## src/rtl/nco_multi_if.sv

```systemverilog
// Increment write channel of nco_multi: valid/ready handshake carrying a target
// channel and a new phase increment.
interface nco_multi_if #(
    parameter int CH_W    = 1,
    parameter int PHASE_W = 26
);
    logic               inc_valid;
    logic               inc_ready;
    logic [CH_W-1:0]    inc_chan;
    logic [PHASE_W-1:0] inc_data;

    modport master (output inc_valid, inc_chan, inc_data, input inc_ready);
    modport slave  (input inc_valid, inc_chan, inc_data, output inc_ready);
endinterface

```

## src/rtl/nco_multi.sv

```systemverilog
// Multi-channel NCO: per-channel phase accumulator with wrap-committed increments,
// quarter-wave ROM and linear interpolation. Define NCO_MULTI_AM_EN for a per-channel gain stage.
module nco_multi #(
    parameter int  CHANNELS = 2,
    parameter int  LUT_SIZE = 8,
    parameter int  DECIMALS = 16,
    parameter int  OUT_RES  = 16,
    localparam int PHASE_W  = 2 + LUT_SIZE + DECIMALS,
    localparam int CH_W     = (CHANNELS > 1) ? $clog2(CHANNELS) : 1
) (
    input  logic                        clk,
    input  logic                        reset,
    input  logic [CHANNELS-1:0]         en,
    nco_multi_if.slave                  inc_if,
`ifdef NCO_MULTI_AM_EN
    input  logic [CHANNELS*OUT_RES-1:0] am_gain,
`endif
    output logic [CHANNELS*PHASE_W-1:0] phase_out,
    output logic [CHANNELS*OUT_RES-1:0] sample_out,
    output logic                        sample_valid
);

`ifdef NCO_MULTI_AM_EN
    localparam int LAT = 4;
`else
    localparam int LAT = 3;
`endif
    localparam int ROM_N  = (2 ** LUT_SIZE) + 1;
    localparam int PROD_W = OUT_RES + DECIMALS + 1;
    localparam logic [LUT_SIZE:0] A_TOP = {1'b1, {LUT_SIZE{1'b0}}};
    localparam logic [LUT_SIZE:0] A_ONE = (LUT_SIZE + 1)'(1);

    // Elaboration-time sine table; Horner-form Taylor series to x^19 is exact well below 1 LSB.
    function automatic logic [ROM_N*OUT_RES-1:0] rom_init();
        logic [ROM_N*OUT_RES-1:0] bits;
        real    x, x2, s, amp;
        integer r;
        bits = '0;
        amp  = real'((2 ** (OUT_RES - 1)) - 1);
        for (int k = 0; k < ROM_N; k++) begin
            x  = 3.14159265358979323846 * real'(k) / real'(2 ** (LUT_SIZE + 1));
            x2 = x * x;
            s  = x * (1.0 - x2 / 6.0 * (1.0 - x2 / 20.0 * (1.0 - x2 / 42.0 * (1.0 - x2 / 72.0 *
                 (1.0 - x2 / 110.0 * (1.0 - x2 / 156.0 * (1.0 - x2 / 210.0 * (1.0 - x2 / 272.0 *
                 (1.0 - x2 / 342.0)))))))));
            r  = $rtoi(amp * s + 0.5);
            bits[k*OUT_RES +: OUT_RES] = OUT_RES'(r);
        end
        return bits;
    endfunction

    localparam logic [ROM_N*OUT_RES-1:0] ROM_BITS = rom_init();

    function automatic logic signed [OUT_RES-1:0] rom_rd(input logic [LUT_SIZE:0] a);
        return ROM_BITS[int'(a)*OUT_RES +: OUT_RES];
    endfunction

    logic [CHANNELS-1:0]    w_pend;
    logic [2**CH_W-1:0]     w_pend_pad;
    logic                   w_xfer;
    logic [LAT-1:0]         r_vld;

    // Out-of-range channel numbers read as free and are silently dropped.
    always_comb begin
        w_pend_pad                 = '0;
        w_pend_pad[CHANNELS-1:0]   = w_pend;
    end

    assign inc_if.inc_ready = !w_pend_pad[inc_if.inc_chan];
    assign w_xfer           = inc_if.inc_valid && inc_if.inc_ready;

    always_ff @(posedge clk or posedge reset) begin
        if (reset) r_vld <= '0;
        else       r_vld <= {r_vld[LAT-2:0], 1'b1};
    end

    assign sample_valid = r_vld[LAT-1];

    for (genvar c = 0; c < CHANNELS; c++) begin : g_ch
        logic [PHASE_W-1:0]         r_acc;
        logic [PHASE_W-1:0]         r_act;
        logic [PHASE_W-1:0]         r_shd;
        logic                       r_pend;
        logic [PHASE_W:0]           w_sum;
        logic                       w_wr;
        logic [LUT_SIZE:0]          r_addr_lo;
        logic [LUT_SIZE:0]          r_addr_hi;
        logic                       r_neg;
        logic [DECIMALS-1:0]        r_frac1;
        logic [DECIMALS-1:0]        r_frac2;
        logic signed [OUT_RES-1:0]  r_lo;
        logic signed [OUT_RES-1:0]  r_hi;
        logic signed [OUT_RES-1:0]  r_smp;
        logic signed [OUT_RES:0]    w_diff;
        logic signed [PROD_W-1:0]   w_prod;
        logic signed [OUT_RES-1:0]  w_lerp;

        assign w_sum    = {1'b0, r_acc} + {1'b0, r_act};
        assign w_wr     = w_xfer && (inc_if.inc_chan == CH_W'(c));
        assign w_pend[c] = r_pend;

        // A pending increment swaps in on the wrap edge, or at once while the channel is halted.
        always_ff @(posedge clk or posedge reset) begin
            if (reset) begin
                r_acc  <= '0;
                r_act  <= '0;
                r_shd  <= '0;
                r_pend <= 1'b0;
            end else begin
                if (en[c]) r_acc <= w_sum[PHASE_W-1:0];
                if (r_pend && (!en[c] || w_sum[PHASE_W])) begin
                    r_act  <= r_shd;
                    r_pend <= 1'b0;
                end else if (w_wr) begin
                    r_shd  <= inc_if.inc_data;
                    r_pend <= 1'b1;
                end
            end
        end

        always_ff @(posedge clk or posedge reset) begin
            if (reset) begin
                r_addr_lo <= '0;
                r_addr_hi <= '0;
                r_neg     <= 1'b0;
                r_frac1   <= '0;
            end else begin
                if (r_acc[PHASE_W-2]) begin
                    r_addr_lo <= A_TOP - {1'b0, r_acc[DECIMALS +: LUT_SIZE]};
                    r_addr_hi <= A_TOP - {1'b0, r_acc[DECIMALS +: LUT_SIZE]} - A_ONE;
                end else begin
                    r_addr_lo <= {1'b0, r_acc[DECIMALS +: LUT_SIZE]};
                    r_addr_hi <= {1'b0, r_acc[DECIMALS +: LUT_SIZE]} + A_ONE;
                end
                r_neg   <= r_acc[PHASE_W-1];
                r_frac1 <= r_acc[DECIMALS-1:0];
            end
        end

        always_ff @(posedge clk or posedge reset) begin
            if (reset) begin
                r_lo    <= '0;
                r_hi    <= '0;
                r_frac2 <= '0;
            end else begin
                r_lo    <= r_neg ? -rom_rd(r_addr_lo) : rom_rd(r_addr_lo);
                r_hi    <= r_neg ? -rom_rd(r_addr_hi) : rom_rd(r_addr_hi);
                r_frac2 <= r_frac1;
            end
        end

        always_comb begin
            w_diff = {r_hi[OUT_RES-1], r_hi} - {r_lo[OUT_RES-1], r_lo};
            w_prod = $signed({{(PROD_W-OUT_RES-1){w_diff[OUT_RES]}}, w_diff})
                   * $signed({{(PROD_W-DECIMALS){1'b0}}, r_frac2});
            w_lerp = r_lo + OUT_RES'(w_prod >>> DECIMALS);
        end

        always_ff @(posedge clk or posedge reset) begin
            if (reset) r_smp <= '0;
            else       r_smp <= w_lerp;
        end

`ifdef NCO_MULTI_AM_EN
        logic signed [2*OUT_RES:0]  w_am;
        logic signed [OUT_RES-1:0]  r_out;

        assign w_am = $signed({{(OUT_RES+1){r_smp[OUT_RES-1]}}, r_smp})
                    * $signed({{(OUT_RES+1){1'b0}}, am_gain[c*OUT_RES +: OUT_RES]});

        always_ff @(posedge clk or posedge reset) begin
            if (reset) r_out <= '0;
            else       r_out <= OUT_RES'(w_am >>> OUT_RES);
        end

        assign sample_out[c*OUT_RES +: OUT_RES] = r_out;
`else
        assign sample_out[c*OUT_RES +: OUT_RES] = r_smp;
`endif
        assign phase_out[c*PHASE_W +: PHASE_W] = r_acc;
    end

endmodule

```

## src/flat_wrapper.sv

```systemverilog
// flat-port wrapper written by rule: the top's interface ports become plain ports
module nco_multi_flat 
#(
    parameter int  CHANNELS = 2,
    parameter int  LUT_SIZE = 8,
    parameter int  DECIMALS = 16,
    parameter int  OUT_RES  = 16,
    localparam int PHASE_W  = 2 + LUT_SIZE + DECIMALS,
    localparam int CH_W     = (CHANNELS > 1) ? $clog2(CHANNELS) : 1
)
  (clk, reset, en, phase_out, sample_out, sample_valid, inc_if_inc_valid, inc_if_inc_chan, inc_if_inc_data, inc_if_inc_ready);
  nco_multi_if #(.CH_W((1)), .PHASE_W((2 + (8) + (16)))) inc_if_i ();
  input  logic clk;
  input  logic reset;
  input  logic [CHANNELS-1:0] en;
  output logic [CHANNELS*PHASE_W-1:0] phase_out;
  output logic [CHANNELS*OUT_RES-1:0] sample_out;
  output logic sample_valid;
  input wire logic [$bits(inc_if_i.inc_valid)-1:0] inc_if_inc_valid;
  input wire logic [$bits(inc_if_i.inc_chan)-1:0] inc_if_inc_chan;
  input wire logic [$bits(inc_if_i.inc_data)-1:0] inc_if_inc_data;
  output wire logic [$bits(inc_if_i.inc_ready)-1:0] inc_if_inc_ready;
  assign inc_if_i.inc_valid = inc_if_inc_valid;
  assign inc_if_i.inc_chan = inc_if_inc_chan;
  assign inc_if_i.inc_data = inc_if_inc_data;
  assign inc_if_inc_ready = inc_if_i.inc_ready;
  nco_multi #(.CHANNELS(CHANNELS), .LUT_SIZE(LUT_SIZE), .DECIMALS(DECIMALS), .OUT_RES(OUT_RES)) u_core (.clk(clk), .reset(reset), .en(en), .inc_if(inc_if_i), .phase_out(phase_out), .sample_out(sample_out), .sample_valid(sample_valid));
endmodule
```

## config.mk

```make
export PLATFORM = sky130hd
export DESIGN_NAME = nco_multi_flat
export DESIGN_NICKNAME = d
export VERILOG_FILES = /design/src/rtl/nco_multi_if.sv /design/src/rtl/nco_multi.sv /design/src/flat_wrapper.sv
export SDC_FILE = /design/constraint.sdc
export NUM_CORES = 2
export LEC_CHECK = 0
export ABC_CLOCK_PERIOD_IN_PS = 12000
export CAP_MARGIN = 20
export CORE_ASPECT_RATIO = 2
export CORE_MARGIN = 1
export CORE_UTILIZATION = 49
export CTS_BUF_LIST = sky130_fd_sc_hd__clkbuf_8
export CTS_CLUSTER_DIAMETER = 100
export CTS_CLUSTER_SIZE = 40
export DETAILED_ROUTE_END_ITERATION = 7
export PLACE_DENSITY = 0.67
export SYNTH_ARGS = -nofsm -noshare
export SYNTH_HDL_FRONTEND = slang
export SYNTH_SLANG_ARGS = --single-unit
export TNS_END_PERCENT = 30
```

## constraint.sdc

```tcl
create_clock -name clk -period 12 [get_ports clk]
set_input_delay 1.8 -clock clk [delete_from_list [all_inputs] [get_ports clk]]
set_output_delay 1.8 -clock clk [all_outputs]
set_load 0.03 [all_outputs]
```

==> flow_metrics.py <==
metrics = {
    "clock_tree": {
        "cts-root-buf": "clkbuf_8",
        "cts_buffer_depth": 3,
        "numCtsBuffers": 17,
        "clkSinkCount": 359,
        "post_cts_buffers": 0,
        "cts_tree": "built",
        "cts_resized": 0,
        "cts_max_level": 1,
        "clk_latency_ns": 0.72,
        "cts.clk_slew.worst_paths_ns": 0.22,
        "postCtsHoldBufs": 0,
    },
    "synthesis": {
        "yosysUniqueCellTypes": 109,
        "synth-warning-count": 0,
        "synthCells": 6705,
        "synth_flop_cell": "dfrtp_1",
        "synth_async_sr_flop_share": 1.00,
        "synth_top_family_by_area": "adder cells",
        "synth_compound_area_frac": 0.195,
        "synthMuxAreaShare": 0.0512,
        "yosys.area_share.simple": 0.179,
        "synth_fp_nets": 7708,
        "synthXorXnorAreaFrac": 0.0348,
        "synth_area_um2": 56700,
        "avgSynthCellArea_um2": 8.46,
        "synth-edff-count": 0,
        "yosysSeqAreaShare": 0.158,
        "synth_fa_ha_area_frac": 0.287,
        "ys_ff_latch": 359,
    },
    "worst_setup_path": {
        "cp.buffers_inverters": 6,
        "path_max_fanout": 16,
        "critical_path.endpoint_type": "flip-flop",
        "crit_path_frequent_cell": "fa_1",
        "max_stage_delay_ns": 0.61,
        "cp_top_family": "compound AO/OA/AOI/OAI gates",
        "arrival_ns": 11.56,
        "start_kind": "flip-flop",
        "worst_ep_required_time_ns": 12.63,
        "crit_slowest_cell": "a211oi_1",
        "critPathKind": "reg -> reg",
    },
    "timing": {
        "finalMaxSlewViolations": 0,
        "period_share": 0.911,
        "finalHoldViolCount": 0,
        "fin_crit_ns": 10.93,
        "finalSetupTns_ns": 0,
        "worst_clock_skew_ns": 0.0927,
        "setup_viol": 0,
        "rsz0062_at_grt": "false",
        "holdWs_ns": 0.317,
        "worst_pin_slew_ns": 1.29,
        "max_freq_mhz": 91.5,
        "relSlewSlack": 0.126,
    },
    "route": {
        "ant_nets": 0,
        "first_iter_violations": 4433,
        "vias": 51556,
        "vias_per_cell": 6.44,
        "drt-total-wl_um": 219000,
        "drc": 0,
        "wl_per_cell_um": 27.3,
        "drt_pass1_iterations": 8,
    },
    "placement": {
        "place_congestion": 1.05,
        "dp_hpwl_um": 165000,
        "numPortBuffers": 117,
        "post_dp_cell_area_um2": 58700,
    },
    "finish": {
        "nets": 7488,
        "fin_area_um2": 59200,
        "area_growth_pct": 4.34,
        "final_common_cell": "inv_1",
        "mostFrequentLayoutCells": "inv_1, nand2_1, fa_1",
        "final_layout_size_suffix_gt1_frac": 0.0688,
        "final_util": 0.515,
        "nFillCells": 11081,
    },
    "floorplanning": {
        "dieArea_um2": 117000,
        "fp.coreArea_um2": 115000,
        "die_h_um": 483,
        "num_io_pins": 118,
        "start_util": 0.494,
        "rows": 176,
        "die_w_um": 243,
    },
    "grt": {
        "grt_pass1_vias": 52489,
        "antenna_found_initial": 11,
        "grt_remaining_overflow": 0,
        "grt_start_max_net_pins": 108,
        "grt_usage": 0.371,
        "grt_pass1_wl_um": 330000,
    },
    "run_status": {
        "status": "finished, final reports clean",
    },
    "hold_path": {
        "min_path_type": "reg -> reg",
    },
    "job": {
        "drv_cap": 0,
    },
}
[final timing paths]
path / start / endpoint / slack [ns] / depth (start not counted)
setup / recovery: u_core.g_ch[1].r_lo[1]$_DFF_PP0_ / u_core.g_ch[1].r_smp[14]$_DFF_PP0_ / 1.07 / 39
hold / removal: u_core.g_ch[0].r_frac1[10]$_DFF_PP0_ / u_core.g_ch[0].r_frac2[10]$_DFF_PP0_ / 0.32 / 0
setup reg to reg: u_core.g_ch[1].r_lo[1]$_DFF_PP0_ / u_core.g_ch[1].r_smp[14]$_DFF_PP0_ / 1.07 / 39
hold reg to reg: u_core.g_ch[0].r_frac1[10]$_DFF_PP0_ / u_core.g_ch[0].r_frac2[10]$_DFF_PP0_ / 0.32 / 0
max in group asynchronous: reset / u_core.g_ch[1].r_addr_hi[3]$_DFF_PP0_ / 8.18 / 4
min in group asynchronous: reset / u_core.g_ch[0].r_smp[0]$_DFF_PP0_ / 1.57 / 2
[flip-flops by register name, summed over array words and instances (netlist names)]
name / count
u_core.g_ch.r_shd: 52
u_core.r_vld: 3
u_core.g_ch.r_frac2: 32
u_core.g_ch.r_addr_hi: 18
u_core.g_ch.r_smp: 32
u_core.g_ch.r_hi: 32
u_core.g_ch.r_neg: 2
u_core.g_ch.r_acc: 52
u_core.g_ch.r_lo: 32
u_core.g_ch.r_addr_lo: 18
u_core.g_ch.r_act: 52
u_core.g_ch.r_pend: 2
u_core.g_ch.r_frac1: 32
[per-layer routing]
metal	global-route usage	up-vias	share of wire
met2	0.634	2400	0.49
met1	0.408	25656	0.35
met3	0.0573	890	0.063
met5	0	-	0.00042
li1	-	22596	-
met4	0.301	14	0.098
[worst reg2reg max path, delay by kind of cell, from the launching register on]
family / cells / cell delay [ns]
AOI/OAI and AO/OA: 18 / 4.80
and+or+nand+nor: 4 / 0.62
adders and majority gates: 10 / 4.28
DFF: 1 / 0.49
xor gates and xnor gates: 1 / 0.16
buffers and inverters: 6 / 0.48
[cell families (layout without fill, tap and decap cells)]
logic type / after synthesis / count (layout)
and+or+nand+nor: 2019 / 2019
AOI/OAI and AO/OA: 1578 / 1578
buffers and inverters: 1334 / 1123
adders and majority gates: 971 / 971
DFF: 359 / 359
xor gates and xnor gates: 224 / 224
muxes: 219 / 219
other: 1 / 5
[cell usage after synthesis (129+ instances only)]
library cell,instances,share of area
a21oi_1,295,0.026
nor2_1,325,0.022
nand2b_1,129,0.014
clkbuf_1,308,0.020
ha_1,419,0.092
dfrtp_1,359,0.16
o21ai_0,275,0.024
inv_1,831,0.055
xnor2_1,172,0.027
nor2b_1,144,0.016
fa_1,552,0.19
and2_1,233,0.026
nand2_1,590,0.039
nand3_1,178,0.016
[cell type report]
cell class	instances	area, µm²	area share
well taps	1513	1890	0.0320
inverters	841	3160	0.0535
clock inverters	11	194	0.00328
multi-input cells	5012	42500	0.717
flip-flops and latches	359	9020	0.152
clock buffers	17	234	0.00395
repair buffers	254	2220	0.0375
diodes	4	10.0	0.000169
[stage by stage]
stage	worst slack, ns	cells
2_1_floorplan	0.238	6705
3_3_place_gp	1.31	7974
3_5_place_dp	1.12	7974
4_1_cts	1.02	8002
5_1_grt	0.516	8008
6_report	1.07	8011
Power is left out: the tool's default activity adds up to more than one toggle a clock period on the data nets, which glitch-free logic cannot reach.
